==> config.mk <==
export PLATFORM = sky130hd
export DESIGN_NAME = lcd_host_ctrl
export DESIGN_NICKNAME = d
export VERILOG_FILES = /design/src/rtl/lcd_host_ctrl.sv
export SDC_FILE = /design/constraint.sdc
export NUM_CORES = 1
export LEC_CHECK = 0
export CORE_ASPECT_RATIO = 0.8
export CORE_UTILIZATION = 35
export DETAILED_ROUTE_END_ITERATION = 16
export PLACE_DENSITY = 0.58
export RECOVER_POWER = 25
export SYNTH_ARGS = -nofsm -noshare
export SYNTH_HDL_FRONTEND = slang
export SYNTH_SLANG_ARGS = --single-unit
==> constraint.sdc <==
create_clock -name clk -period 2.77 [get_ports clk]
set_input_delay 0.277 -clock clk [delete_from_list [all_inputs] [get_ports clk]]
set_output_delay 0.277 -clock clk [all_outputs]
set_load 0.03 [all_outputs]
==> src/rtl/lcd_host_ctrl.sv <==
// Host-side partner of the LCD datapath: holds the source image and command script,
// issues the script over cmd/cmd_valid, and captures the LCD write-back for readback.
module lcd_host_ctrl #(
    parameter int DEPTH = 16,
    parameter int AW    = 4
) (
    input  logic          clk,
    input  logic          reset,
    input  logic          img_wr,
    input  logic [5:0]    img_addr,
    input  logic [7:0]    img_data,
    input  logic          script_wr,
    input  logic [3:0]    script_data,
    input  logic          script_clr,
    input  logic          start,
    input  logic          IROM_rd,
    input  logic [5:0]    IROM_A,
    output logic [7:0]    IROM_Q,
    output logic [3:0]    cmd,
    output logic          cmd_valid,
    input  logic          busy,
    input  logic          IRAM_valid,
    input  logic [5:0]    IRAM_A,
    input  logic [7:0]    IRAM_D,
    input  logic          done,
    input  logic [5:0]    res_addr,
    output logic [7:0]    res_data,
    output logic          host_done,
    output logic          script_full,
    output logic          load_err,
    output logic          err,
    output logic [15:0]   cyc_cnt
);

    // state | meaning
    // IDLE  | accepts image/script loads, waits for start
    // RUN   | issues script entries whenever busy is low
    // CAPT  | records LCD write-back until done
    // FIN   | run complete, results readable, start reruns
    typedef enum logic [1:0] {S_IDLE, S_RUN, S_CAPT, S_FIN} state_t;

    localparam logic [AW:0] DEPTH_L = (AW+1)'(DEPTH);

    state_t      state, state_nxt;
    logic [7:0]  img_mem [64];
    logic [7:0]  res_mem [64];
    logic [3:0]  script_mem [DEPTH];
    logic [AW:0] script_len;
    logic [AW:0] ptr;
    logic [6:0]  wr_cnt;
    logic [7:0]  wr_total;
    logic        code_ok;

    assign script_full = (script_len == DEPTH_L);
    assign code_ok     = (script_data <= 4'hb);
    assign IROM_Q      = IROM_rd ? img_mem[IROM_A] : 8'h00;
    assign res_data    = res_mem[res_addr];
    // A write landing in the same cycle as done still counts toward the total.
    assign wr_total    = {1'b0, wr_cnt} + {7'd0, IRAM_valid};

    always_ff @(posedge clk) begin
        if (reset)
            state <= S_IDLE;
        else
            state <= state_nxt;
    end

    always_comb begin
        state_nxt = state;
        case (state)
            S_IDLE, S_FIN: if (start) state_nxt = S_RUN;
            S_RUN:         if (cmd_valid && cmd == 4'h0) state_nxt = S_CAPT;
            S_CAPT:        if (done) state_nxt = S_FIN;
            default:       state_nxt = S_IDLE;
        endcase
    end

    always_comb begin
        cmd_valid = 1'b0;
        cmd       = 4'h0;
        if (state == S_RUN && !busy) begin
            cmd_valid = 1'b1;
            if (ptr < script_len)
                cmd = script_mem[ptr[AW-1:0]];
        end
    end

    always_ff @(posedge clk) begin
        if (state == S_IDLE && img_wr)
            img_mem[img_addr] <= img_data;
        if (state == S_IDLE && script_wr && !script_clr && !script_full && code_ok)
            script_mem[script_len[AW-1:0]] <= script_data;
        if (state == S_CAPT && IRAM_valid)
            res_mem[IRAM_A] <= IRAM_D;
    end

    always_ff @(posedge clk) begin
        if (reset) begin
            ptr        <= '0;
            script_len <= '0;
            wr_cnt     <= '0;
            cyc_cnt    <= '0;
            host_done  <= 1'b0;
            load_err   <= 1'b0;
            err        <= 1'b0;
        end else begin
            if (state == S_IDLE) begin
                if (script_clr)
                    script_len <= '0;
                else if (script_wr) begin
                    if (!code_ok)
                        load_err <= 1'b1;
                    else if (!script_full)
                        script_len <= script_len + 1'b1;
                end
            end
            if ((state == S_IDLE || state == S_FIN) && start) begin
                ptr       <= '0;
                wr_cnt    <= '0;
                cyc_cnt   <= '0;
                host_done <= 1'b0;
                err       <= 1'b0;
            end
            if (state == S_RUN || state == S_CAPT) begin
                if (cyc_cnt != 16'hFFFF)
                    cyc_cnt <= cyc_cnt + 16'd1;
            end
            if (state == S_RUN && cmd_valid)
                ptr <= ptr + 1'b1;
            if (state == S_CAPT) begin
                if (IRAM_valid)
                    wr_cnt <= wr_cnt + 7'd1;
                if (done) begin
                    host_done <= 1'b1;
                    if (wr_total != 8'd64)
                        err <= 1'b1;
                end
            end
            // Stray writes outside capture are flagged; this wins over a same-cycle start clear.
            if (state != S_CAPT && IRAM_valid)
                err <= 1'b1;
        end
    end

endmodule

==> results.txt <==
The logic gate share of total power is 7.4%, and the sink count of the clock tree is 1130. The flip-flop cell with the highest count after synthesis is edfxtp_1. Summed over all nets, the switching power comes to 8.12 mW.

The count of nets left with antenna violations once routing finished came out at 0. The critical path goes through mux4_2, mux4_2, mux4_2, buf_6. The die covers 128000 sq um. Once the floorplan was initialized, standard cells occupied 35.3% of the core.

Dividing total power by cell area gives a power density of 692 nW/um^2. 95 I/O pins were placed. In the synthesized netlist, mux cells make up 18.0% of the area. The logs give 42.1% for the final core area utilization and 40.7% for the relative contribution of the clock network to total power. Registers are responsible for 51.9% of the overall power.

By area the synthesized netlist is led by edfxtp_1 74%, mux4_2 18%, dfxtp_1 1.9%, nor2_1 1.6%, clkbuf_1 0.50%. Setup repair after global routing could not meet its margin everywhere. The cell with the most instances after synthesis was edfxtp_1. The logs give 8030 microns for the routed length on met3 and 0.000466 V for the highest ir drop seen on vdd. The biggest area contributor in the post-synthesis netlist is edfxtp_1. The count of buffers added on input and output ports is 94. The cell family contributing the most delay on the critical path is multiplexers. The routed design has 103000 microns of wire. After detailed routing, the number of vias per cell comes to 5.24. The internal portion of the total power is 28.3 mW. The logs give 36.4 mW for the total design power and 0.825 for the routability congestion estimate from global placement. The worst setup path is of the flip-flop to output pin kind.

The worst path in the final design needs a cycle of 3.15 ns, including I/O delays and setup. Cell repeated most along the worst path: mux4_2. For the H-tree level count, the log shows 3. The first-pass GRT wire length was 151000 microns.

Measured against its own limit, the worst slew margin works out to -108%. Number of DRC markers in iteration 0: 2242. The final worst slack is -0.383 ns, and the number of flops mapped to enable cells by yosys is 1088. The clock latency on the worst-skew pair was 0.71 ns; the largest clock skew in the final design was 0.0631 ns.

Detailed routing inserted a total of 21600 vias. The logs give 0 for the number of failing hold endpoints at the final stage and 6 for the first-pass iteration count of the detailed router. The checks that failed: capacitance limit, slew limit, setup timing. After Yosys synthesis, full adders, half adders and majority gates account for 0.454% of the synthesized area. A synthesized cell averages 21.7 sq um.

The share of synthesized area in the top cell type comes to 74.0%. The highest routing layer actually used was met5. After legalization and detailed placement, the total HPWL measured 65000 microns. Summing the sequential cell areas from Yosys gives 75.9% of the chip area.

In this run switching power makes up 22.3% of total power. The detail-routed net length per standard cell is 24.9 microns, and the area inside the core boundary is 125000 sq um. The number of buffers and inverters on the critical path is 1.

Met2 wirelength from detailed routing: 47700 microns. The leakage power of the design is 16.6 nW. By count the netlist is led by 1088 x edfxtp_1, 344 x mux4_2, 187 x nor2_1. The via count of the first global-routing pass is 22500, and the layout overhead on the synthesized area is 19.3%.

Synthesis produced 2032 cells. Largest stage delay on the critical path: 0.56 ns. The share of the synthesized netlist area taken by xor and xnor gates is 0.278%, and the net count after synthesis is 2102.

The run finished, with violations left. Clock-pin slew was measured on the worst setup and hold paths at 0.06 ns. The maximum clock frequency was 317 MHz; the transition time of the tightest slew-check pin was 3.13 ns. The run gives 9 as the initial antenna violation count. The synthesized area came out at 44100 sq um. The run gives 0.288 ns as the smallest hold slack.

The netlist uses 46 different library cells. For the worst setup path, the data required time is 2.49 ns. The run gives 3 as the buffer depth of the longest clock path.

For the maximum number of pins on one net before global-route repair, the log shows 65. The synthesized netlist devotes 3.23% of its cell area to simple gates. After synthesis, the largest family of logic cells by area is multiplexers. Cells with a size suffix above 1 make up 32.8% of the layout. The run gives 2454 as the final-stage net count.

TritonCTS built the clock tree. Counting flops with an async set or reset pin after synthesis yields a share of 0%. The detailed router put a total of 44900 microns of wire on met1.

The row count was 116. Across every metal layer, demand over resource in global routing totals 16.2%. Setup violations remaining at the end of the flow were counted as 16.

In this run the worst hold path is classified as input pin to flip-flop. The nature of the critical path startpoint was a flip-flop. The library cell contributing the largest single delay on the critical path is mux4_2. The share of the synthesized area in compound gates (AO/OA/AOI/OAI) is 1.02%.

The type of element capturing the critical path is an output pin. The post-route clock period utilization came out at 114%. During synthesis, Yosys emitted a total of 0 warnings. The logs give 11 for the max-capacitance violation count and 465 for the number of max-slew violations in the final report. For this run, design rule violations remaining after detail routing come to 0. Largest fanout on the critical path: 1. The synthesized design contains 1130 register bits. Summed over all layers, the global routing overflow is 0. From left edge to right edge, the die measures 399 microns.

The logs give 109 for the TritonCTS buffer count and 2.88 ns for the endpoint arrival time on the critical path. The tree is rooted in a clkbuf_16. The overall die height is 320 microns.
==> placed cells by master, fill, tap and decap left out, drive strengths merged, types with 3 or more instances in the layout <==
master / instances
clkbuf: 141
dfxtp: 42
o21ai: 11
a31oi: 4
bufinv: 11
nand3: 13
nand2b: 9
clkinvlp: 7
edfxtp: 1088
nand3b: 7
buf: 268
or3b: 4
a22oi: 3
xnor2: 8
inv: 15
clkdlybuf4s50: 46
nand4: 7
or3: 6
mux2i: 20
dlygate4sd3: 5
mux4: 344
a21oi: 13
a211oi: 5
ha: 16
diode: 3
nor2: 187
nor2b: 7
o22ai: 15
xor2: 6
o211ai: 3
nand2: 54
and3: 4
nor3: 20
clkinv: 62
a21o: 4
==> tightest hold or removal path: stages <==
cell and delay (ns):
clkdlybuf4s50_1 0.48, o211ai_1 0.12, a21oi_1 0.07
==> what timing repair did <==
item / in CTS / in global routing
pin swaps: 11 / 0
gates resized for setup: 49 / 9
endpoints found under the hold margin: 4 / 0
setup endpoints to repair: 22 / 20
setup buffers: 2 / 0
hold buffers: 1 / 0
==> registers in the layout, summed over array words and instances, names as in the netlist, named ones only <==
register,cells
state,2
err,1
wr_cnt,7
script_mem,64
host_done,1
load_err,1
res_mem,512
img_mem,512
ptr,5
script_len,5
cyc_cnt,16
==> area by class of cell <==
cell class	instances	area (sq um)
Fill cell	10800	72500
Sequential cell	1130	33500
Multi-Input combinational cell	790	10300
Timing Repair Buffer	340	3070
Clock buffer	122	2800
Tap cell	1652	2070
Clock inverter	82	787
Inverter	13	51.3
Antenna cell	3	7.51
==> path summary, 6_finish.rpt <==
path / startpoint / endpoint / slack, ns / cells after the start
worst max register to register: state[0] / script_mem[6][0] / 0.24 / 8
worst min-delay path: done / err / 0.29 / 3
worst max-delay path: res_mem[16][5] / res_data[5] / -0.38 / 4
worst min register to register: cyc_cnt[1] / cyc_cnt[1] / 0.52 / 2
==> metrics by stage <==
stage / setup TNS [ns] / setup slack [ns] / instances / cell area [sq um]
CTS: -5.96 / -0.441 / 4129 / 52700
global placement: -0.759 / -0.113 / 3922 / 48800
floorplan: 0 / 0.169 / 2032 / 44100
finish: -4.78 / -0.383 / 4132 / 52600
detailed placement: -0.835 / -0.122 / 3922 / 48800
global route: -6.29 / -0.453 / 4131 / 52600
==> logic make-up (layout without fill, tap and decap cells) <==
| family | after synthesis | in the layout |
|---|---|---|
| flops | 1130 | 1130 |
| buf+inv | 112 | 557 |
| other cells | 0 | 3 |
| fa+ha+maj | 16 | 16 |
| mux | 364 | 364 |
| xor+xnor | 14 | 14 |
| simple gates | 327 | 327 |
| compound gates | 69 | 69 |
==> power by group through the flow <==
stage | registers (mW) | clock network (mW) | logic [mW]
3_3_place_gp | 19.2 | 0 | 2.57
3_5_place_dp | 19.2 | 0 | 2.65
2_1_floorplan | 19.3 | 0 | 1.40
4_1_cts | 18.9 | 15.2 | 2.72
6_report | 18.9 | 14.8 | 2.69
5_1_grt | 18.9 | 15.7 | 2.87
==> routing by layer <==
metal	track usage, %	vias up
met5	0	-
met2	24.7	773
met4	4.53	4
met1	23.0	11500
li1	-	9207
met3	4.15	162
No activity file was read; power rests on OpenSTA's default activity.
